--- src/rtl/vm_pkg.sv ---
// Shared vending-machine definitions: FSM encoding and default sizing for the
// stock keeper and the product-status LED block, so both agree on CNT_W.
package vm_pkg;

    localparam int unsigned DEF_NUM_PROD   = 4;
    localparam int unsigned DEF_CNT_W      = 4;
    localparam int unsigned DEF_MAX_STOCK  = 9;
    localparam int unsigned DEF_INIT_STOCK = 5;

    typedef enum logic {
        ST_IDLE     = 1'b0,
        ST_DISPENSE = 1'b1
    } state_t;

endpackage

--- src/rtl/dispense_timer.sv ---
// Loadable down-counter with a zero flag; used for motor-on time and change-return timing.
// Ports:
//   clk, rst    clock, synchronous active-high reset
//   load        load load_val (takes priority over en)
//   en          decrement by one (holds at zero)
//   load_val    value loaded on load
//   zero_c      combinational flag: counter currently holds zero
module dispense_timer #(
    parameter int unsigned W = 2
) (
    input  logic         clk,
    input  logic         rst,
    input  logic         load,
    input  logic         en,
    input  logic [W-1:0] load_val,
    output logic         zero_c
);

    logic [W-1:0] value;

    // Down-counter register
    always_ff @(posedge clk) begin
        if (rst) begin
            value <= '0;
        end else if (load) begin
            value <= load_val;
        end else if (en && (value != '0)) begin
            value <= value - W'(1);
        end
    end

    assign zero_c = (value == '0);

endmodule

--- src/rtl/prod_stock_ctrl.sv ---
// Per-product stock keeper and dispense sequencer.
// Ports:
//   clk, rst            clock, synchronous active-high reset
//   prod_sel            selected product index
//   dispense_req        request level (rising edge accepted once)
//   restock             one-cycle pulse: add one unit to prod_sel (IDLE only, saturating)
//   prod_count_current  registered stock of the displayed product (1-cycle latency)
//   motor_en            dispense motor drive, high DISP_CYCLES cycles per dispense
//   busy                high while dispensing
//   dispense_done       one-cycle pulse at end of dispense
//   dispense_nack       one-cycle pulse when a request hits a sold-out product
module prod_stock_ctrl
    import vm_pkg::*;
#(
    parameter int unsigned NUM_PROD    = DEF_NUM_PROD,
    parameter int unsigned CNT_W       = DEF_CNT_W,
    parameter int unsigned MAX_STOCK   = DEF_MAX_STOCK,
    parameter int unsigned INIT_STOCK  = DEF_INIT_STOCK,
    parameter int unsigned DISP_CYCLES = 10_000_000
) (
    input  logic                        clk,
    input  logic                        rst,
    input  logic [$clog2(NUM_PROD)-1:0] prod_sel,
    input  logic                        dispense_req,
    input  logic                        restock,
    output logic [CNT_W-1:0]            prod_count_current,
    output logic                        motor_en,
    output logic                        busy,
    output logic                        dispense_done,
    output logic                        dispense_nack
);

    localparam int unsigned SEL_W = $clog2(NUM_PROD);
    // A 1-cycle dispense still needs a 1-bit timer
    localparam int unsigned TMR_W = (DISP_CYCLES > 1) ? $clog2(DISP_CYCLES) : 1;
    localparam logic [TMR_W-1:0] TMR_LOAD = TMR_W'(DISP_CYCLES - 1);

    state_t             state, state_next;
    logic               req_q;
    logic               req_rise_c;
    logic [SEL_W-1:0]   sel_q, sel_q_next;
    logic [CNT_W-1:0]   count [NUM_PROD];

    logic               tmr_load, tmr_en, tmr_zero_c;
    logic               cnt_we;
    logic [SEL_W-1:0]   cnt_idx;
    logic [CNT_W-1:0]   cnt_wdata;
    logic               motor_next, done_next, nack_next;
    logic [CNT_W-1:0]   pcc_next;

    assign req_rise_c = dispense_req & ~req_q;

    dispense_timer #(.W(TMR_W)) u_timer (
        .clk      (clk),
        .rst      (rst),
        .load     (tmr_load),
        .en       (tmr_en),
        .load_val (TMR_LOAD),
        .zero_c   (tmr_zero_c)
    );

    // Next-state, count write port and output decode
    always_comb begin
        state_next = state;
        sel_q_next = sel_q;
        tmr_load   = 1'b0;
        tmr_en     = 1'b0;
        cnt_we     = 1'b0;
        cnt_idx    = prod_sel;
        cnt_wdata  = count[prod_sel];
        done_next  = 1'b0;
        nack_next  = 1'b0;
        pcc_next   = count[prod_sel];

        case (state)
            ST_IDLE: begin
                if (req_rise_c) begin
                    // Request wins over a coincident restock
                    sel_q_next = prod_sel;
                    if (count[prod_sel] == '0) begin
                        nack_next = 1'b1;
                    end else begin
                        state_next = ST_DISPENSE;
                        tmr_load   = 1'b1;
                    end
                end else if (restock) begin
                    cnt_we = 1'b1;
                    if (count[prod_sel] < CNT_W'(MAX_STOCK)) begin
                        cnt_wdata = count[prod_sel] + CNT_W'(1);
                    end
                end
            end
            ST_DISPENSE: begin
                pcc_next = count[sel_q];
                if (tmr_zero_c) begin
                    cnt_we     = 1'b1;
                    cnt_idx    = sel_q;
                    cnt_wdata  = count[sel_q] - CNT_W'(1);
                    done_next  = 1'b1;
                    state_next = ST_IDLE;
                end else begin
                    tmr_en = 1'b1;
                end
            end
            default: state_next = ST_IDLE;
        endcase

        motor_next = (state_next == ST_DISPENSE);
    end

    // State, stock array and registered outputs
    always_ff @(posedge clk) begin
        if (rst) begin
            state              <= ST_IDLE;
            req_q              <= 1'b0;
            sel_q              <= '0;
            for (int unsigned i = 0; i < NUM_PROD; i++) begin
                count[i] <= CNT_W'(INIT_STOCK);
            end
            motor_en           <= 1'b0;
            busy               <= 1'b0;
            dispense_done      <= 1'b0;
            dispense_nack      <= 1'b0;
            prod_count_current <= CNT_W'(INIT_STOCK);
        end else begin
            state              <= state_next;
            req_q              <= dispense_req;
            sel_q              <= sel_q_next;
            if (cnt_we) begin
                count[cnt_idx] <= cnt_wdata;
            end
            motor_en           <= motor_next;
            busy               <= motor_next;
            dispense_done      <= done_next;
            dispense_nack      <= nack_next;
            prod_count_current <= pcc_next;
        end
    end

endmodule

--- config.mk ---
export PLATFORM = sky130hd
export DESIGN_NAME = prod_stock_ctrl
export DESIGN_NICKNAME = d
export VERILOG_FILES = /design/src/rtl/vm_pkg.sv /design/src/rtl/dispense_timer.sv /design/src/rtl/prod_stock_ctrl.sv
export SDC_FILE = /design/constraint.sdc
export NUM_CORES = 1
export LEC_CHECK = 0
export ABC_AREA = 0
export CORE_ASPECT_RATIO = 1.1
export CORE_MARGIN = 5
export CORE_UTILIZATION = 54
export CTS_CLUSTER_DIAMETER = 50
export DETAILED_ROUTE_END_ITERATION = 10
export GPL_ROUTABILITY_DRIVEN = 1
export PLACE_DENSITY = 0.76
export SYNTH_ARGS = -nofsm -noshare
export SYNTH_HDL_FRONTEND = slang
export SYNTH_SLANG_ARGS = --single-unit
export TNS_END_PERCENT = 50
--- constraint.sdc ---
create_clock -name clk -period 2.52 [get_ports clk]
set_input_delay 0.378 -clock clk [delete_from_list [all_inputs] [get_ports clk]]
set_output_delay 0.378 -clock clk [all_outputs]
set_load 0.005 [all_outputs]
### Yosys cells after proc, flatten, opt, wreduce, memory -nomap -nowiden

Memory sizes are Yosys's and may differ from the RTL's. A register that Yosys moved wholly into a read port is not among the register bits.
Cells that the tools add are included.

| word-level totals | value |
|---|---|
| memories | 1 |
| output and inout port bits | 8 |
| bits in writable memories | 16 |
| input port bits | 6 |
| flip-flop bits (word level) | 34 |
| word-level logic and storage cells | 58 |

| operators by class | value |
|---|---|
| reduce and logical (&&, ||, !) cells | 10 |
| add/sub/neg operators | 3 |
| mux-type cells | 31 |
| bitwise operators | 4 |
| magnitude comparators | 1 |

Memory list:

| name | words | width | rd ports | clocked after Yosys merged registers in | wr ports | RTL line | source |
|---|---|---|---|---|---|---|---|
| count | 4 | 4 | 2 | 1 | 4 | prod_stock_ctrl.sv:42 | `logic [CNT_W-1:0] count [NUM_PROD];` |

Operators with widths:

| kind | count |
|---|---|
| $mux 24 | 2 |
| $logic_not 24->1 | 1 |
| $mux 4 | 6 |
| $reduce_bool 24->1 | 1 |
| $sub 24x1->24 const B | 1 |
| $mux 1 | 15 |
| $mux 2 | 5 |
| $pmux 4 s2 | 1 |
| $add 4x1->4 const B | 1 |
| $logic_not 4->1 | 1 |
| $lt 4x4->1 const B | 1 |
| $pmux 1 s2 | 2 |
| $reduce_or 2->1 | 2 |
| $reduce_or 4->1 | 1 |
| $sub 4x1->4 const B | 1 |
| $not 1->1 | 3 |
| $reduce_or 3->1 | 1 |
| $reduce_and 2->1 | 1 |
| $reduce_bool 2->1 | 1 |
| $and 1x1->1 | 1 |
| $logic_and 1x1->1 | 1 |

### Logic depth before layout (Yosys ltp)

Gate-level depths: netlist (run 1).

| depth | value |
|---|---|
| depth after elaboration | 9 |
| depth in mapped cells | 10 |

### By module

A second synthesis (run 1) with hierarchy kept.

| unflattened totals | value |
|---|---|
| cell total of the unflattened synthesis | 326 |
| area total of the unflattened synthesis | 3125.5 sq um |

Modules (own cells, without submodules):

| module | instances | seq. area each (sq um) | cells an instance | area each (sq um) |
|---|---|---|---|---|
| prod_stock_ctrl | 1 | 720.7 | 146 | 1566.5 |
| dispense_timer | 1 | 480.5 | 180 | 1559.0 |

### Worst setup path after synthesis (run 1)

Ideal clock, no wire load.

| timing path | value |
|---|---|
| kind | input port to flip-flop |
| start point | input prod_sel[0] |
| end point | memory count[1][1] (netlist name), data pin |
| data arrival time | 2303 ps |
| stages on the path | 9 |
| path slack | -43 ps |
| cells stage by stage | buf_2 mux4_2 inv_1 ha_1 nand2_1 o221a_2 or4_1 nand3_1 nor2_1 |

RTL lines:

| what | RTL line | source |
|---|---|---|
| from (decl) | prod_stock_ctrl.sv:23 | `input logic [$clog2(NUM_PROD)-1:0] prod_sel,` |
| to (decl) | prod_stock_ctrl.sv:42 |  |

==> flow_metrics.env, run 1 <==
export IMPL_clockPowerShare_pct=24.0
export IMPL_track_usage_pct=20.94
export IMPL_place_ws_ps=-547.3
export IMPL_period_share_pct=94.59
export IMPL_ys_seq_area_share_pct=41.88
export IMPL_cts_sinks=52
export IMPL_yosys_cell_types_count=51
export IMPL_drt_initial_drc_count=249
export IMPL_via_count=2333
export IMPL_final_core_util_pct=64.15
export IMPL_synth_flop_cell="dfxtp_1"
export IMPL_rsz0062_at_grt="false"
export IMPL_nNetsFinal=331
export IMPL_p_sw_w=0.0005666
export IMPL_ctsHoldBuffers=0
export IMPL_outcome="complete, no violations"
export IMPL_die_area_sq_um=6869
export IMPL_maxSlewViolCount=0
export IMPL_rrSetupSlack_ps=140
export IMPL_cts_setup_buffers=0
export IMPL_antenna_cells=0
export IMPL_first_global_vias=2287
export IMPL_grt_pass1_wl_um=11190
export IMPL_async_flop_share_pct=0
export IMPL_endpoint_kind="flop"
export IMPL_cts_buffer_depth=2
export IMPL_r2r_start="count[3][1]"
export IMPL_rr_endpoint="count[1][1]"
export IMPL_yosys_warnings=0
export IMPL_final_common_cell="dfxtp_1"
export IMPL_start_kind="flop"
export IMPL_hp_start="u_timer.value[22]"
export IMPL_synth_nets=304
export IMPL_worstPathRequired_ps=2580
export IMPL_worstRegToRegCells=8
export IMPL_worst_slew_pin_slew_ps=516.3
export IMPL_power_per_cell_area_nw_per_um2=574.4
export IMPL_setup_viol=0
export IMPL_synthesis_instances=293
export IMPL_firstDrtPassIters=4
export IMPL_hold_class="flop to flop"
export IMPL_switching_share_pct=30.35
export IMPL_cp_max_fo=6
export IMPL_synthTopCellsByArea="dfxtp_1 (25%), edfxtp_1 (17%), mux4_2 (6.3%)"
export IMPL_io_pins=14
export IMPL_globalRouteOverflowTotal=0
export IMPL_totalWireLength_um=6580
export IMPL_synth_top_area_share_pct=25.13
export IMPL_placedInstanceArea_sq_um=3152
export IMPL_die_x_um=79.48
export IMPL_cts_buffers=5
export IMPL_dp_hpwl_um=4932
export IMPL_final_cell_mix="dfxtp_1 (36), nand2_1 (26), buf_4 (25)"
export IMPL_hold_path_end="u_timer.value[22]"
export IMPL_htreeDepth=2
export IMPL_yosys_area_top_type="dfxtp_1"
export IMPL_whs_path_depth=2
export IMPL_syn_avg_cell_area_sq_um=9.788
export IMPL_vdd_ir_drop_max_mv=0.3772
export IMPL_drc=0
export IMPL_layout_min_cycle_time_ps=2384
export IMPL_critical_path_class="flop to flop"
export IMPL_portBuffers=13
export IMPL_root_buffer="clkbuf_8"
export IMPL_dieHeight_um=86.43
export IMPL_syn_area_sq_um=2868
export IMPL_comb_power_share_pct=23.8
export IMPL_slew_headroom_pct=65.49
export IMPL_yosys_register_bits=52
export IMPL_grt_max_degree=20
export IMPL_drv_cap=0
export IMPL_routedWlPerCell_um=17.36
export IMPL_clkTransAtPathRegs_ps=90
export IMPL_final_area_sq_um=3251
export IMPL_area_growth_pct=13.35
export IMPL_max_freq_ghz=0.4195
export IMPL_antenna_found_initial=0
export IMPL_power_leakage_nw=1.149
export IMPL_final_hold_viol_count=0
export IMPL_place_congestion=0.9394
export IMPL_initial_core_util_pct=56.59
export IMPL_p_int_w=0.001301
export IMPL_seqPwrFrac_pct=52.3
export IMPL_skew_ps=5.868
export IMPL_cts_tree="done"
export IMPL_vias_per_cell=6.156
export IMPL_setup_ws_ps=136.3
export IMPL_synth_edf_count=16
export IMPL_coreArea_sq_um=5067
export IMPL_clock_latency_ps=310
export IMPL_drtAntennaViolNets=0
export IMPL_cp_arrival_ps=2440
export IMPL_drive_above_1_share_pct=19.63
export IMPL_rows=27
worst max-delay path by stage:
stage | startpoint | endpoint | slack (ps) | depth (start not counted)
global route | count[3][1] | count[1][1] | 20 | 8
finish | count[3][1] | count[1][1] | 140 | 8
CTS | prod_sel[0] | count[1][1] | 50 | 9
detailed placement | prod_sel[0] | count[2][1] | -550 | 9
global placement | prod_sel[0] | count[1][1] | -460 | 9
floorplan | prod_sel[0] | count[1][1] | 10 | 9
registers in the layout, indices dropped and copies added (netlist names), named ones only:
name	count
count	16
dispense_nack	1
u_timer.value	24
sel_q	2
dispense_done	1
prod_count_current	4
state	1
req_q	1
area by class of cell:
| cell class | count | area (sq um) |
|---|---|---|
| Fill cell | 429 | 1817 |
| Inverter | 10 | 37.54 |
| Clock buffer | 6 | 72.57 |
| Clock inverter | 2 | 8.758 |
| Tap cell | 58 | 72.57 |
| Multi-Input combinational cell | 213 | 1543 |
| Timing Repair Buffer | 38 | 315.3 |
| Sequential cell | 52 | 1201 |
power groups by stage:
stage	Clock [W]	Sequential, W	Combinational (W)
after CTS	0.000457	0.000974	0.000440
after global placement	0	0.000991	0.000424
final	0.000448	0.000976	0.000444
after floorplan	0	0.000981	0.000317
after detailed placement	0	0.000994	0.000433
after global routing	0.000498	0.000985	0.000488
metrics by stage:
| step | hold WS, ps | instances | total power [W] | setup TNS (ps) |
|---|---|---|---|---|
| after global placement | 494.8 | 371 | 0.001415 | -9279 |
| final | 542.2 | 379 | 0.001867 | 0 |
| after global routing | 562.9 | 379 | 0.001971 | 0 |
| after detailed placement | 504.5 | 371 | 0.001427 | -12390 |
| after CTS | 525.9 | 379 | 0.001871 | 0 |
| after floorplan | 480.0 | 293 | 0.001298 | 0 |
metal layers:
| layer | up-vias | share of wire (%) | GRT usage, % |
|---|---|---|---|
| li1 | 1129 | - | - |
| met1 | 1140 | 40 | 24.38 |
| met2 | 48 | 54 | 37.59 |
| met3 | 16 | 3.6 | 3.534 |
| met4 | 0 | 2.9 | 8.906 |
| met5 | - | 0 | 0 |
synth_stat cells, drive strengths merged (3+ instances only):
cell      n
a2111oi   4
a211oi    3
a21oi    11
buf      11
clkbuf    7
dfxtp    36
edfxtp   16
ha        5
inv      10
mux4      8
nand2    26
nand2b    4
nand3    14
nand4     7
nor2     24
nor2b     3
nor3      9
nor3b     3
nor4     15
o21ai    21
or3       5
or4       5
xnor2    15
xor2      9
logic make-up (layout without fill, tap and decap cells):
logic type / count (synthesis) / count (layout) / synth area share, %
compound gates: 54 / 54 / 12.91
buf+inv: 28 / 56 / 5.018
mux: 10 / 10 / 7.068
xor+xnor: 24 / 24 / 7.330
fa+ha+maj: 5 / 5 / 2.182
flops: 52 / 52 / 41.88
simple gates: 120 / 120 / 23.60
worst max-delay path: stages, from the launching register on:
cell and delay [ps]:
edfxtp_1 400, mux4_2 500, inv_2 80, ha_2 190, nand2b_1 80, o221a_2 310
or4_4 430, nand3_2 100, nor2_1 40
what timing repair did:
item                                   in CTS  in global routing
gates cloned                                0                  0
setup endpoints to repair                   8                 12
endpoints found under the hold margin       0                  0
resized for setup                           1                  9
(Power assumes the default switching activity.)
==> inputs of run 2 (changes only) <==
--- a/config.mk
+++ b/config.mk
@@ -7,7 +7,7 @@
 export LEC_CHECK = 0
 export ABC_AREA = 0
 export CORE_ASPECT_RATIO = 1.1
-export CORE_MARGIN = 5
+export CORE_MARGIN = 10
 export CORE_UTILIZATION = 54
 export CTS_CLUSTER_DIAMETER = 50
 export DETAILED_ROUTE_END_ITERATION = 10
==> constraint.sdc (replaced) <==
create_clock -name clk -period 2.52 [get_ports clk]
set_input_delay 0.378 -clock clk [delete_from_list [all_inputs] [get_ports clk]]
set_output_delay 0.378 -clock clk [all_outputs]
set_load 0.01 [all_outputs]
==> run 2 against run 1 <==
  * Routed wire length is 1.5% higher
  * Design area grew 0.54%
  * Hold slack lost 7.6 ps
  * Sequential power is essentially flat
  * Clock skew up 10 ps
  * Via count hardly changed
  * Clock-buffer cell count did not move
  * Flip-flop and latch count stayed put
  * Critical path depth did not move
  * Die area increased by 26%
  * Clock power grew 6.3%
  * Critical endpoint unchanged
  * Largest cell class unchanged
  * Largest power group unchanged
  * Highest routed layer unchanged
==> flow_metrics.env, run 2 (same netlist as run 1, synthesis figures left out) <==
export IMPL_power_per_cell_area_nw_per_um2=581.6
export IMPL_rrSetupSlack_ps=120
export IMPL_crit_start="count[3][1]"
export IMPL_r2r_start="count[3][1]"
export IMPL_root_buffer="clkbuf_8"
export IMPL_critical_path_class="flop to flop"
export IMPL_drt_initial_drc_count=158
export IMPL_first_global_vias=2296
export IMPL_endpoint_kind="flop"
export IMPL_drv_cap=0
export IMPL_totalWireLength_um=6677
export IMPL_grt_pass1_wl_um=10960
export IMPL_cts_tree="done"
export IMPL_die_x_um=89.48
export IMPL_rows=27
export IMPL_max_freq_ghz=0.4167
export IMPL_skew_ps=16.01
export IMPL_routedWlPerCell_um=17.48
export IMPL_ctsHoldBuffers=0
export IMPL_endpoint="count[1][1]"
export IMPL_layout_min_cycle_time_ps=2400
export IMPL_rr_endpoint="count[1][1]"
export IMPL_worstPathRequired_ps=2580
export IMPL_vias_per_cell=6.110
export IMPL_die_area_sq_um=8629
export IMPL_globalRouteOverflowTotal=0
export IMPL_firstDrtPassIters=4
export IMPL_maxSlewViolCount=0
export IMPL_postCtsResizedCells=1
export IMPL_setup_viol=0
export IMPL_final_cell_mix="dfxtp_1 (36), buf_4 (28), nand2_1 (26)"
export IMPL_top_regs="u_timer.value (24), count (16), prod_count_current (4)"
export IMPL_start_kind="flop"
export IMPL_placedInstanceArea_sq_um=3174
export IMPL_nNetsFinal=334
export IMPL_drc=0
export IMPL_cts_buffer_depth=2
export IMPL_period_share_pct=95.23
export IMPL_drive_above_1_share_pct=19.44
export IMPL_final_common_cell="dfxtp_1"
export IMPL_crit_chain="mux4_2 -> inv_1 -> ha_2 -> nand2_1 -> o221a_2 -> or4_1 -> nand3_2 -> nor2_1"
export IMPL_cts_buffers=5
export IMPL_critPathMaxStageDelay_ps=490
export IMPL_worst_slew_pin_slew_ps=484.6
export IMPL_via_count=2334
export IMPL_htreeDepth=2
export IMPL_portBuffers=13
export IMPL_slowest_stage="mux4_2"
export IMPL_area_growth_pct=13.96
export IMPL_clock_latency_ps=320
export IMPL_cts_sinks=52
export IMPL_drtAntennaViolNets=0
export IMPL_antenna_cells=0
export IMPL_path_delay_family="simple AND/OR/NAND/NOR gates"
export IMPL_power_leakage_nw=1.158
export IMPL_final_hold_viol_count=0
export IMPL_hold_ws_ps=534.7
export IMPL_grt_max_degree=17
export IMPL_outcome="complete, no violations"
export IMPL_clkTransAtPathRegs_ps=100
export IMPL_place_congestion=0.8975
export IMPL_io_pins=14
export IMPL_filler_cell_count=429
export IMPL_initial_core_util_pct=56.59
export IMPL_worstRegToRegCells=8
export IMPL_largest_register_ffs=24
export IMPL_hold_class="flop to flop"
export IMPL_path_depth=8
export IMPL_cp_arrival_ps=2460
export IMPL_coreArea_sq_um=5067
export IMPL_slew_headroom_pct=67.62
export IMPL_track_usage_pct=16.44
export IMPL_cts_setup_buffers=0
export IMPL_dp_hpwl_um=5027
export IMPL_rsz0062_at_grt="false"
export IMPL_dieHeight_um=96.43
export IMPL_cp_num_buf_inv=1
export IMPL_cp_max_fo=5
export IMPL_final_area_sq_um=3268
export IMPL_antenna_found_initial=0
export IMPL_vdd_ir_drop_max_mv=0.3835
export IMPL_regMostFlops="u_timer.value"
-- run 2: cell types whose count changed in the layout (fill, tap and decap cells not counted), sizes merged --
cell	delta
clkinvlp	+1
buf	+3
inv	-1
-- run 2: power by group --
group          switching (W)  total, W  internal [W]
combinational       0.000250  0.000448      0.000198
sequential         0.0000602  0.000977      0.000917
clock               0.000278  0.000476      0.000198
-- run 2: through the flow --
step | worst slack, ps | power, W | std cells | utilization, % | TNS (ps)
after CTS | 86.34 | 0.001912 | 382 | 64.37 | 0
after detailed placement | -496.1 | 0.001437 | 374 | 62.64 | -8054
after floorplan | 14.29 | 0.001301 | 293 | - | 0
after global routing | 10.41 | 0.001991 | 382 | 64.49 | 0
after global placement | -449.0 | 0.001427 | 374 | 62.64 | -6605
final | 120.3 | 0.001901 | 382 | 64.49 | 0
-- run 2: worst reg2reg max path, delay by kind of cell, from the launching register on --
| kind | cells | cell delay, ps |
|---|---|---|
| multiplexers | 1 | 490 |
| adder cells (fa/ha/maj) | 1 | 190 |
| AO/OA/AOI/OAI | 1 | 310 |
| flip-flops | 1 | 400 |
| buffers and inverters | 1 | 90 |
| AND/OR/NAND/NOR | 4 | 650 |
-- run 2: final cells by class --
class                   instances  area, sq um  share of cell area (%)
inverters                      10        37.54                   1.149
clock buffers                   6        72.57                   2.221
repair buffers                 41        337.8                   10.34
well taps                      58        72.57                   2.221
flip-flops and latches         52         1201                   36.75
clock inverters                 2        16.27                  0.4977
multi-input cells             213         1530                   46.82
-- run 2: worst min-delay path by stage --
stage | slack [ps] | from | depth (start not counted) | to
3_3_place_gp | 500 | u_timer.value[8] | 2 | u_timer.value[8]
6_report | 530 | u_timer.value[8] | 2 | u_timer.value[8]
3_5_place_dp | 500 | u_timer.value[8] | 2 | u_timer.value[8]
4_1_cts | 530 | u_timer.value[8] | 2 | u_timer.value[8]
5_1_grt | 580 | u_timer.value[8] | 2 | u_timer.value[8]
2_1_floorplan | 480 | u_timer.value[8] | 2 | u_timer.value[8]
-- run 2: layer usage --
layer / global-route usage (%) / vias up / part of all wire, %
met3: 3.099 / 17 / 4.4
li1: - / 1140 / -
met2: 29.32 / 66 / 52
met1: 18.67 / 1111 / 41
met4: 7.162 / 0 / 2.5
met5: 0 / - / 0
==> inputs of run 3 (changes only) <==
--- a/config.mk
+++ b/config.mk
@@ -8,12 +8,14 @@
 export ABC_AREA = 0
 export CORE_ASPECT_RATIO = 1.1
 export CORE_MARGIN = 10
-export CORE_UTILIZATION = 54
+export CORE_UTILIZATION = 55
 export CTS_CLUSTER_DIAMETER = 50
 export DETAILED_ROUTE_END_ITERATION = 10
 export GPL_ROUTABILITY_DRIVEN = 1
 export PLACE_DENSITY = 0.76
+export REMOVE_ABC_BUFFERS = 1
 export SYNTH_ARGS = -nofsm -noshare
 export SYNTH_HDL_FRONTEND = slang
+export SYNTH_HIERARCHICAL = 1
 export SYNTH_SLANG_ARGS = --single-unit
 export TNS_END_PERCENT = 50
==> run 3 against run 2 <==
  * Routed wire length grew 25%
  * Synthesized cell count grew 11%
  * Clock-buffer cell count is the same
  * Non-clock buffer count grew 33
  * Clock power grew 20%
  * First-iteration DRC count grew 17%
  * Cell count grew 28%
  * Fmax shrank 3.9%
  * Largest cell class unchanged
  * Largest power group unchanged
==> flow_metrics.env, run 3 <==
export IMPL_comb_power_share_pct=30.4
export IMPL_grt_max_degree=30
export IMPL_rows=28
export IMPL_cts_tree="done"
export IMPL_maxSlewViolCount=0
export IMPL_antenna_found_initial=0
export IMPL_track_usage_pct=17.74
export IMPL_clkTransAtPathRegs_ps=100
export IMPL_nNetsFinal=423
export IMPL_endpoint_kind="flop"
export IMPL_syn_area_sq_um=3125
export IMPL_synthTopCellsByArea="dfxtp_1 (23%), edfxtp_1 (15%), mux4_2 (5.8%)"
export IMPL_yosys_warnings=6
export IMPL_cts_sinks=52
export IMPL_firstDrtPassIters=5
export IMPL_synth_edf_count=16
export IMPL_vdd_ir_drop_max_mv=0.3914
export IMPL_synthesis_instances=326
export IMPL_cp_max_fo=5
export IMPL_switching_share_pct=31.44
export IMPL_power_per_cell_area_nw_per_um2=545.1
export IMPL_p_sw_w=0.0006997
export IMPL_tns_ps=0
export IMPL_cts_buffer_depth=2
export IMPL_drc=0
export IMPL_totalWireLength_um=8333
export IMPL_via_count=2896
export IMPL_top_regs="u_timer/value (24), count (16), prod_count_current (4)"
export IMPL_yosys_area_top_type="dfxtp_1"
export IMPL_drive_above_1_share_pct=29.30
export IMPL_place_congestion=0.9683
export IMPL_rr_endpoint="u_timer/value[5]"
export IMPL_drtAntennaViolNets=0
export IMPL_clockPowerShare_pct=25.8
export IMPL_p_int_w=0.001526
export IMPL_globalRouteMet1Util_pct=20.07
export IMPL_power_leakage_nw=1.515
export IMPL_die_area_sq_um=9102
export IMPL_grt_pass1_wl_um=13480
export IMPL_drv_cap=0
export IMPL_portBuffers=13
export IMPL_yosys_cell_types_count=61
export IMPL_outcome="complete, no violations"
export IMPL_max_freq_ghz=0.4006
export IMPL_async_flop_share_pct=0
export IMPL_grt_use_met3_pct=2.580
export IMPL_globalRouteOverflowTotal=0
export IMPL_clock_latency_ps=310
export IMPL_crit_start="u_timer/value[23]"
export IMPL_whs_path_depth=4
export IMPL_rsz0062_at_grt="true"
export IMPL_layout_min_cycle_time_ps=2496
export IMPL_worstPathRequired_ps=2740
export IMPL_cp_arrival_ps=2720
export IMPL_final_core_util_pct=75.18
export IMPL_io_pins=14
export IMPL_die_x_um=91.88
export IMPL_gr_usage_met2_pct=32.66
export IMPL_final_common_cell="buf_4"
export IMPL_setup_viol=0
export IMPL_hold_class="input port to flop"
export IMPL_final_cells=488
export IMPL_synth_common_cells="dfxtp_1 (36), nor2_1 (32), a211oi_1 (20)"
export IMPL_hp_start="prod_sel[0]"
export IMPL_slew_headroom_pct=60.15
export IMPL_routedWlPerCell_um=17.08
export IMPL_worst_slew_pin_slew_ps=596.0
export IMPL_syn_avg_cell_area_sq_um=9.587
export IMPL_regMostFlops="u_timer/value"
export IMPL_drt_initial_drc_count=185
export IMPL_start_kind="flop"
export IMPL_ys_seq_area_share_pct=38.43
export IMPL_synth_top_area_share_pct=23.06
export IMPL_place_inst=474
export IMPL_grt_busiest_layer="met2"
export IMPL_cts_buffers=5
export IMPL_final_cell_mix="buf_4 (58), dfxtp_1 (35), nor2_1 (31)"
export IMPL_r2r_start="u_timer/value[23]"
export IMPL_htreeDepth=2
export IMPL_synth_flop_cell="dfxtp_1"
export IMPL_synth_most_common_cell="dfxtp_1"
export IMPL_p_total_w=0.002226
export IMPL_skew_ps=9.563
export IMPL_critical_path_class="flop to flop"
export IMPL_seqPwrFrac_pct=43.8
export IMPL_dp_hpwl_um=5915
export IMPL_period_share_pct=99.06
export IMPL_coreArea_sq_um=5430
export IMPL_dieHeight_um=99.07
export IMPL_vias_per_cell=5.934
export IMPL_worstRegToRegCells=12
export IMPL_largest_register_ffs=24
export IMPL_root_buffer="clkbuf_8"
export IMPL_rrSetupSlack_ps=20
export IMPL_initial_core_util_pct=57.56
export IMPL_first_global_vias=2768
export IMPL_filler_cell_count=390
export IMPL_antenna_cells=0
export IMPL_final_hold_viol_count=0
export IMPL_yosys_register_bits=52
export IMPL_area_growth_pct=30.62
run 3: cell count changes after synthesis, moves of 5 or more:
cell      delta
o21bai_1     +6
nor4_2       -5
nor2_1       +8
buf_2        -6
nand4_1      -5
nand2_1      -8
a21oi_1      +7
xor2_1       -6
clkbuf_1     +6
inv_1        +6
o21ai_1     -14
a211oi_1    +17
run 3: timing repair:
item	CTS	global route
pin swaps	1	6
setup buffers	0	5
hold buffers	0	0
endpoints found under the setup margin	43	48
resized for setup	10	26
cloned	0	1
run 3: area by class of cell:
cell class	count	area [sq um]	area share, %
clock buffers	6	72.57	1.778
inverters	16	62.56	1.532
well taps	75	93.84	2.298
multi-input cells	263	2001	49.00
repair buffers	74	615.6	15.08
flip-flops and latches	52	1202	29.45
clock inverters	2	35.03	0.8581
run 3: worst max path at each step:
stage / endpoint / cells past startpoint / slack (ps)
after floorplan: u_timer/value[4] / 9 / -470
after detailed placement: u_timer/value[22] / 11 / -660
after CTS: count[0][1] / 10 / -30
after global routing: count[2][1] / 10 / -50
after global placement: u_timer/value[16] / 11 / -540
final: u_timer/value[5] / 12 / 20
run 3: routing by layer:
metal / up-vias / wire length, um
li1: 1377 / -
met1: 1408 / 3288
met2: 92 / 4467
met3: 19 / 368
met4: 0 / 210
met5: - / 0
run 3: worst max-delay path, stage by stage (launching register included):
cell	delay (ps)
dfxtp_1	360
nor4_1	550
nand2_2	120
nor3_2	120
buf_4	160
buf_4	140
nor2_4	40
buf_6	140
buf_4	130
nand2_2	100
a31oi_1	90
and4_1	250
a2111oi_2	190
run 3: per-stage QoR:
stage	cell area (sq um)	hold slack [ps]	setup WS (ps)
CTS	3921	569.1	-28.87
global placement	3777	536.3	-538.9
global route	4083	610.1	-53.29
detailed placement	3777	544.4	-663.8
floorplan	3128	447.1	-468.9
finish	4083	559.1	23.69
run 3: kinds of logic (layout without fill, tap and decap cells):
| kind of cell | count (synthesis) | after routing | synth area share (%) |
|---|---|---|---|
| AND/OR/NAND/NOR | 125 | 125 | 22.90 |
| adder cells (fa/ha/maj) | 5 | 5 | 2.002 |
| flip-flops | 52 | 52 | 38.43 |
| buffers and inverters | 33 | 98 | 4.483 |
| AO/OA/AOI/OAI | 80 | 80 | 20.18 |
| XOR/XNOR | 19 | 19 | 5.324 |
| other | 2 | 24 | 0.2403 |
| multiplexers | 10 | 10 | 6.445 |
run 3: power by group through the flow:
stage,clock network (W),logic (W),registers (W)
6_report,0.000573,0.000678,0.000975
3_5_place_dp,0,0.000607,0.000990
3_3_place_gp,0,0.000592,0.000988
5_1_grt,0.000612,0.000737,0.000982
4_1_cts,0.000583,0.000617,0.000972
2_1_floorplan,0,0.000342,0.00100
==> variant 1, RTL diff (config.mk and constraints of run 2) <==
Set the package constant `DEF_CNT_W` to 3 (it was 4).
--- a/src/rtl/vm_pkg.sv
+++ b/src/rtl/vm_pkg.sv
@@ -5,3 +5,3 @@
     localparam int unsigned DEF_NUM_PROD   = 4;
-    localparam int unsigned DEF_CNT_W      = 4;
+    localparam int unsigned DEF_CNT_W      = 3;
     localparam int unsigned DEF_MAX_STOCK  = 9;
Interface: changed (resized prod_count_current); port bits go from 14 to 13. No check against the original RTL was run, so the function may have changed too.
==> variant 1 against run 2 <==
Design area shrank 10%; sequential power down 12%; hold slack lost 0.025 ns; global-route usage shrank 1.3 points; wire length shrank 15%; area after synthesis is 13% lower; setup slack better by 0.0068 ns; sequential cell count shrank 5; power is 4.8% lower; first-iteration DRC count down 4.4%.
==> variant 1: results (changes against run 2) <==
* Post-synth top cells: dfxtp_1 (35), nand2_1 (16), a21oi_1 (15), inv_1 (15), o21ai_0 (13) (was dfxtp_1 (36), nand2_1 (26), nor2_1 (24))
* Max Clock Skew at 0.0140 ns (was 0.0160 ns)
* Post-Synth Adder-Cell Area at 2.52% (was 2.18%)
* DP HPWL at 4320 µm (was 5030 µm)
* Area after DPL at 2800 µm² (was 3170 µm²)
* Slowest cell on crit path: clkdlybuf4s50_1 (was mux4_2)
* NumNets Final at 294 (was 334)
* Yosys cell types at 55 (was 51)
* FF-to-FF Start: u_timer.value[0] (was count[3][1])
* Met1 Usage GRT at 19.3% (was 18.7%)
* Synth area leaders: dfxtp_1 (28%), edfxtp_1 (15%), mux4_2 (5.4%) (was dfxtp_1 (25%), edfxtp_1 (17%), mux4_2 (6.3%))
* First-pass GRT wire length at 9780 µm (was 11000 µm)
* CP max stage delay at 0.61 ns (was 0.49 ns)
* Final period util at 95.0% (was 95.2%)
* R2R Setup Slk at 0.24 ns (was 0.12 ns)
* Critical path launch point: prod_sel[0] (was count[3][1])
* DR WL met2 at 2780 µm (was 3470 µm)
* Vias per std cell at 6.10 (was 6.11)
* Number of synthesized flops with an enable pin at 12 (was 16)
* IO buf count at 12 (was 13)
* Complex-gate fraction of the synthesized area at 16.3% (was 12.9%)
* Leakage at 1.02 nW (was 1.16 nW)
* VDD IR max at 408 µV (was 383 µV)
* DR iter-0 viols at 151 (was 158)
* Largest regs: u_timer.value (24), count (12), prod_count_current (3) (was u_timer.value (24), count (16), prod_count_current (4))
* CP Capture Point: count[1][2] (was count[1][1])
* Outcome: complete, no violations (unchanged)
* Pin count of the biggest net entering global routing at 18 (was 17)
* WL met3 at 281 µm (was 292 µm)
* R2R Path End: count[2][2] (was count[1][1])
* Xor/xnor share of the synthesized area at 2.12% (was 7.33%)
* Mapped Nets at 264 (was 304)
* Drt total wl at 5700 µm (was 6680 µm)
* Met3 usage at 3.49% (was 3.10%)
* Share of layout cells above drive strength 1 at 19.7% (was 19.4%)
* Met2 usage at 24.6% (was 29.3%)
* Place WS at -0.192 ns (was -0.496 ns)
* Sequential fraction of the synthesis area at 42.7% (was 41.9%)
* RD Place Congestion at 0.886 (was 0.898)
* Avg Cell Area, Syn at 9.82 µm² (was 9.79 µm²)
* Final Non-Filler Cells at 338 (was 382)
* Vias in the first global route at 1983 (was 2296)
## variant 1: cell count changes after synthesis, moves of 5 or more
| cell | delta |
|---|---|
| or4_1 | +6 |
| o31ai_1 | +7 |
| nand3_1 | -10 |
| inv_1 | +5 |
| nor4_1 | -5 |
| a31oi_1 | +11 |
| xor2_1 | -7 |
| xnor2_1 | -11 |
| nor2_1 | -14 |
| or3_1 | +5 |
| o21ai_0 | +8 |
| o21ai_1 | -15 |
| nand2_1 | -10 |
## variant 1: kinds of logic (layout without fill, tap and decap cells)
group / count (synthesis) / count (layout)
AND/OR/NAND/NOR: 96 / 96
XOR/XNOR: 6 / 6
buffers and inverters: 28 / 59
multiplexers: 9 / 9
AO/OA/AOI/OAI: 62 / 62
adder cells (fa/ha/maj): 5 / 5
flip-flops: 47 / 47
## variant 1: worst min path at each step
stage | from | end | slack [ns] | depth (start not counted)
floorplan | u_timer.value[21] | u_timer.value[21] | 0.46 | 2
global placement | u_timer.value[21] | u_timer.value[21] | 0.48 | 2
detailed placement | u_timer.value[22] | u_timer.value[22] | 0.50 | 2
CTS | u_timer.value[21] | u_timer.value[21] | 0.51 | 2
global route | u_timer.value[21] | u_timer.value[21] | 0.53 | 2
finish | u_timer.value[22] | u_timer.value[22] | 0.51 | 2
## variant 1: final cells by class
type	instances	area [µm²]
inverters	15	56.3
repair buffers	36	325
clock buffers	6	93.8
clock inverters	2	37.5
fillers	363	1440
multi-input cells	178	1300
flip-flops and latches	47	1060
well taps	54	67.6
## variant 1: what timing repair did
action,CTS,global route
gates resized for setup,0,2
setup endpoints to repair,0,7
endpoints found under the hold margin,0,0
buffers inserted,0,0
## variant 1: where the power goes
group / switching [mW] / internal [mW]
combinational: 0.184 / 0.154
sequential: 0.0472 / 0.813
clock: 0.255 / 0.356
==> variant 2, RTL diff (settings of run 2) <==
Made on the original files. Remove the register `prod_count_current`: a continuous assignment takes its place, so the output `prod_count_current` follows one clock earlier. Comments in the files are not updated.
--- a/src/rtl/prod_stock_ctrl.sv
+++ b/src/rtl/prod_stock_ctrl.sv
@@ -123,3 +123,2 @@
             dispense_nack      <= 1'b0;
-            prod_count_current <= CNT_W'(INIT_STOCK);
         end else begin
@@ -135,3 +134,2 @@
             dispense_nack      <= nack_next;
-            prod_count_current <= pcc_next;
         end
@@ -139,2 +137,4 @@
 
+    assign prod_count_current = pcc_next;
+
 endmodule
Behaviour: not the same (a bounded check fails within 4 cycles, from zero or initial values and one cycle with rst high).
==> variant 2 against run 2 <==
Wire length decreased by 2.5%; setup slack improved by 0.019 ns; clock skew decreased by 0.0047 ns; area after synthesis decreased by 3.9%; sequential cell count decreased by 4; critical endpoint is now count[0][0]; power decreased by 6.6%; die area decreased by 3.1%; design area decreased by 0.27%; clock power decreased by 7.4%; non-clock buffer count increased by 5.
==> variant 2: results (changes against run 2) <==
* Drt total wl at 6510 µm (was 6680 µm)
* Pin count of the biggest net entering global routing at 20 (was 17)
* Yosys cell types at 60 (was 51)
* Share of layout cells above drive strength 1 at 21.6% (was 19.4%)
* Area Growth Syn to Fin at 18.3% (was 14.0%)
* Worst path top cell family by delay: buffers and inverters (was simple AND/OR/NAND/NOR gates)
* Synth area leaders: dfxtp_1 (23%), edfxtp_1 (17%), mux4_2 (5.7%) (was dfxtp_1 (25%), edfxtp_1 (17%), mux4_2 (6.3%))
* Number of synthesized flops with an enable pin at 16 (unchanged)
* Total Routing Usage GR at 16.1% (was 16.4%)
* VDD IR max at 464 µV (was 383 µV)
* RD Place Congestion at 0.922 (was 0.898)
* Ys async rst share at 0% (unchanged)
* CP max stage delay at 0.38 ns (was 0.49 ns)
* DP HPWL at 4920 µm (was 5030 µm)
* NumNets Final at 330 (was 334)
* Via count at 2312 (was 2334)
* Slowest cell on crit path: mux2_2 (was mux4_2)
* Relative slew slack at 55.1% (was 67.6%)
* TritonCTS Sinks at 48 (was 52)
* Critical Path AT at 2.42 ns (was 2.46 ns)
* Leakage at 1.13 nW (was 1.16 nW)
* R2R Setup Slk at 0.16 ns (was 0.12 ns)
* Outcome: complete, no violations (unchanged)
* Mapped Nets at 295 (was 304)
* Post-synth top cells: dfxtp_1 (32), nand2_1 (21), a21oi_1 (18) (was dfxtp_1 (36), nand2_1 (26), nor2_1 (24))
* DR pass1 iterations at 5 (was 4)
* Largest regs: u_timer.value (24), count (16), sel_q (2) (was u_timer.value (24), count (16), prod_count_current (4))
* Max Clock Skew at 0.0113 ns (was 0.0160 ns)
* Clk Latency, worst-skew pair at 0.30 ns (was 0.32 ns)
* First-pass GRT wire length at 10900 µm (was 11000 µm)
* DR iter-0 viols at 132 (was 158)
* Min-Delay Path Class: register to register (unchanged)
* Vias in the first global route at 2220 (was 2296)
* Sequential fraction of the synthesis area at 40.7% (was 41.9%)
* Area after DPL at 3100 µm² (was 3170 µm²)
* Synth warn at 0 (unchanged)
* Clock-pin slew on the worst setup and hold paths at 0.08 ns (was 0.10 ns)
* Antenna cell count at 0 (unchanged)
[variant 2: cell types whose count changed in the layout (fill, tap and decap cells not counted), sizes merged, moves of 5 or more]
cell,delta
nand3,-8
nand2,-5
or3,+5
a31oi,+8
nor2,-7
nand3b,+5
a21oi,+8
xnor2,-13
nor4,-9
buf,+5
[variant 2: worst min-delay path, delay by kind of cell, from the launching register on]
kind | cells | cell delay, ns
flops | 1 | 0.33
compound gates | 2 | 0.11
[variant 2: logic make-up (layout without fill, tap and decap cells)]
kind of cell             after synthesis  after routing  synth area share [%]
multiplexers                          15             15                  8.81
flip-flops                            48             48                  40.7
adder cells (fa/ha/maj)                5              5                  2.27
buffers and inverters                 27             63                  4.45
AO/OA/AOI/OAI                         73             73                  18.8
AND/OR/NAND/NOR                      106            106                  21.8
XOR/XNOR                              10             10                  3.18
[variant 2: stage by stage]
stage	std cells	utilization (%)	setup slack [ns]	hold slack, ns
after floorplan	284	-	0.0729	0.445
after global placement	364	62.4	-0.341	0.457
after detailed placement	364	62.4	-0.434	0.478
after CTS	375	64.7	0.0276	0.491
after global routing	378	65.6	-0.00655	0.520
final	378	65.6	0.139	0.489
[variant 2: path summary, 6_finish.rpt]
check                                       start                 to  cells past startpoint
worst max-delay path                  prod_sel[0]        count[0][0]                     12
worst min-delay path            u_timer.value[22]  u_timer.value[22]                      2
worst max register to register        count[3][1]        count[3][1]                      9
worst min register to register  u_timer.value[22]  u_timer.value[22]                      2
[variant 2: timing repair]
action / CTS / global route
gates resized for setup: 6 / 6
endpoints found under the hold margin: 0 / 0
gates cloned: 0 / 0
setup buffers: 3 / 3
endpoints found under the setup margin: 16 / 13
pin swaps: 1 / 4
[variant 2: power by group]
| part | total (mW) | internal (mW) | leakage, nW | switching [mW] |
|---|---|---|---|---|
| clock network | 0.441 | 0.193 | 0.0388 | 0.248 |
| logic | 0.445 | 0.192 | 0.692 | 0.253 |
| registers | 0.889 | 0.844 | 0.403 | 0.0448 |
| total | 1.77 | 1.23 | 1.13 | 0.546 |
[variant 2: area by class of cell]
type	instances	area (µm²)
multi-input cells	209	1560
flip-flops and latches	48	1120
repair buffers	46	392
clock inverters	2	11.3
inverters	9	33.8
clock buffers	6	72.6
fillers	405	1710
well taps	58	72.6
[variant 2: layer usage]
metal  part of all wire, %  vias to the layer above  GRT usage, %
met1                    41                     1100          18.6
met3                   4.3                       11          2.84
met5                     0                        -             0
met2                    54                       52          29.6
met4                   1.5                        0          3.93
li1                      -                     1149             -
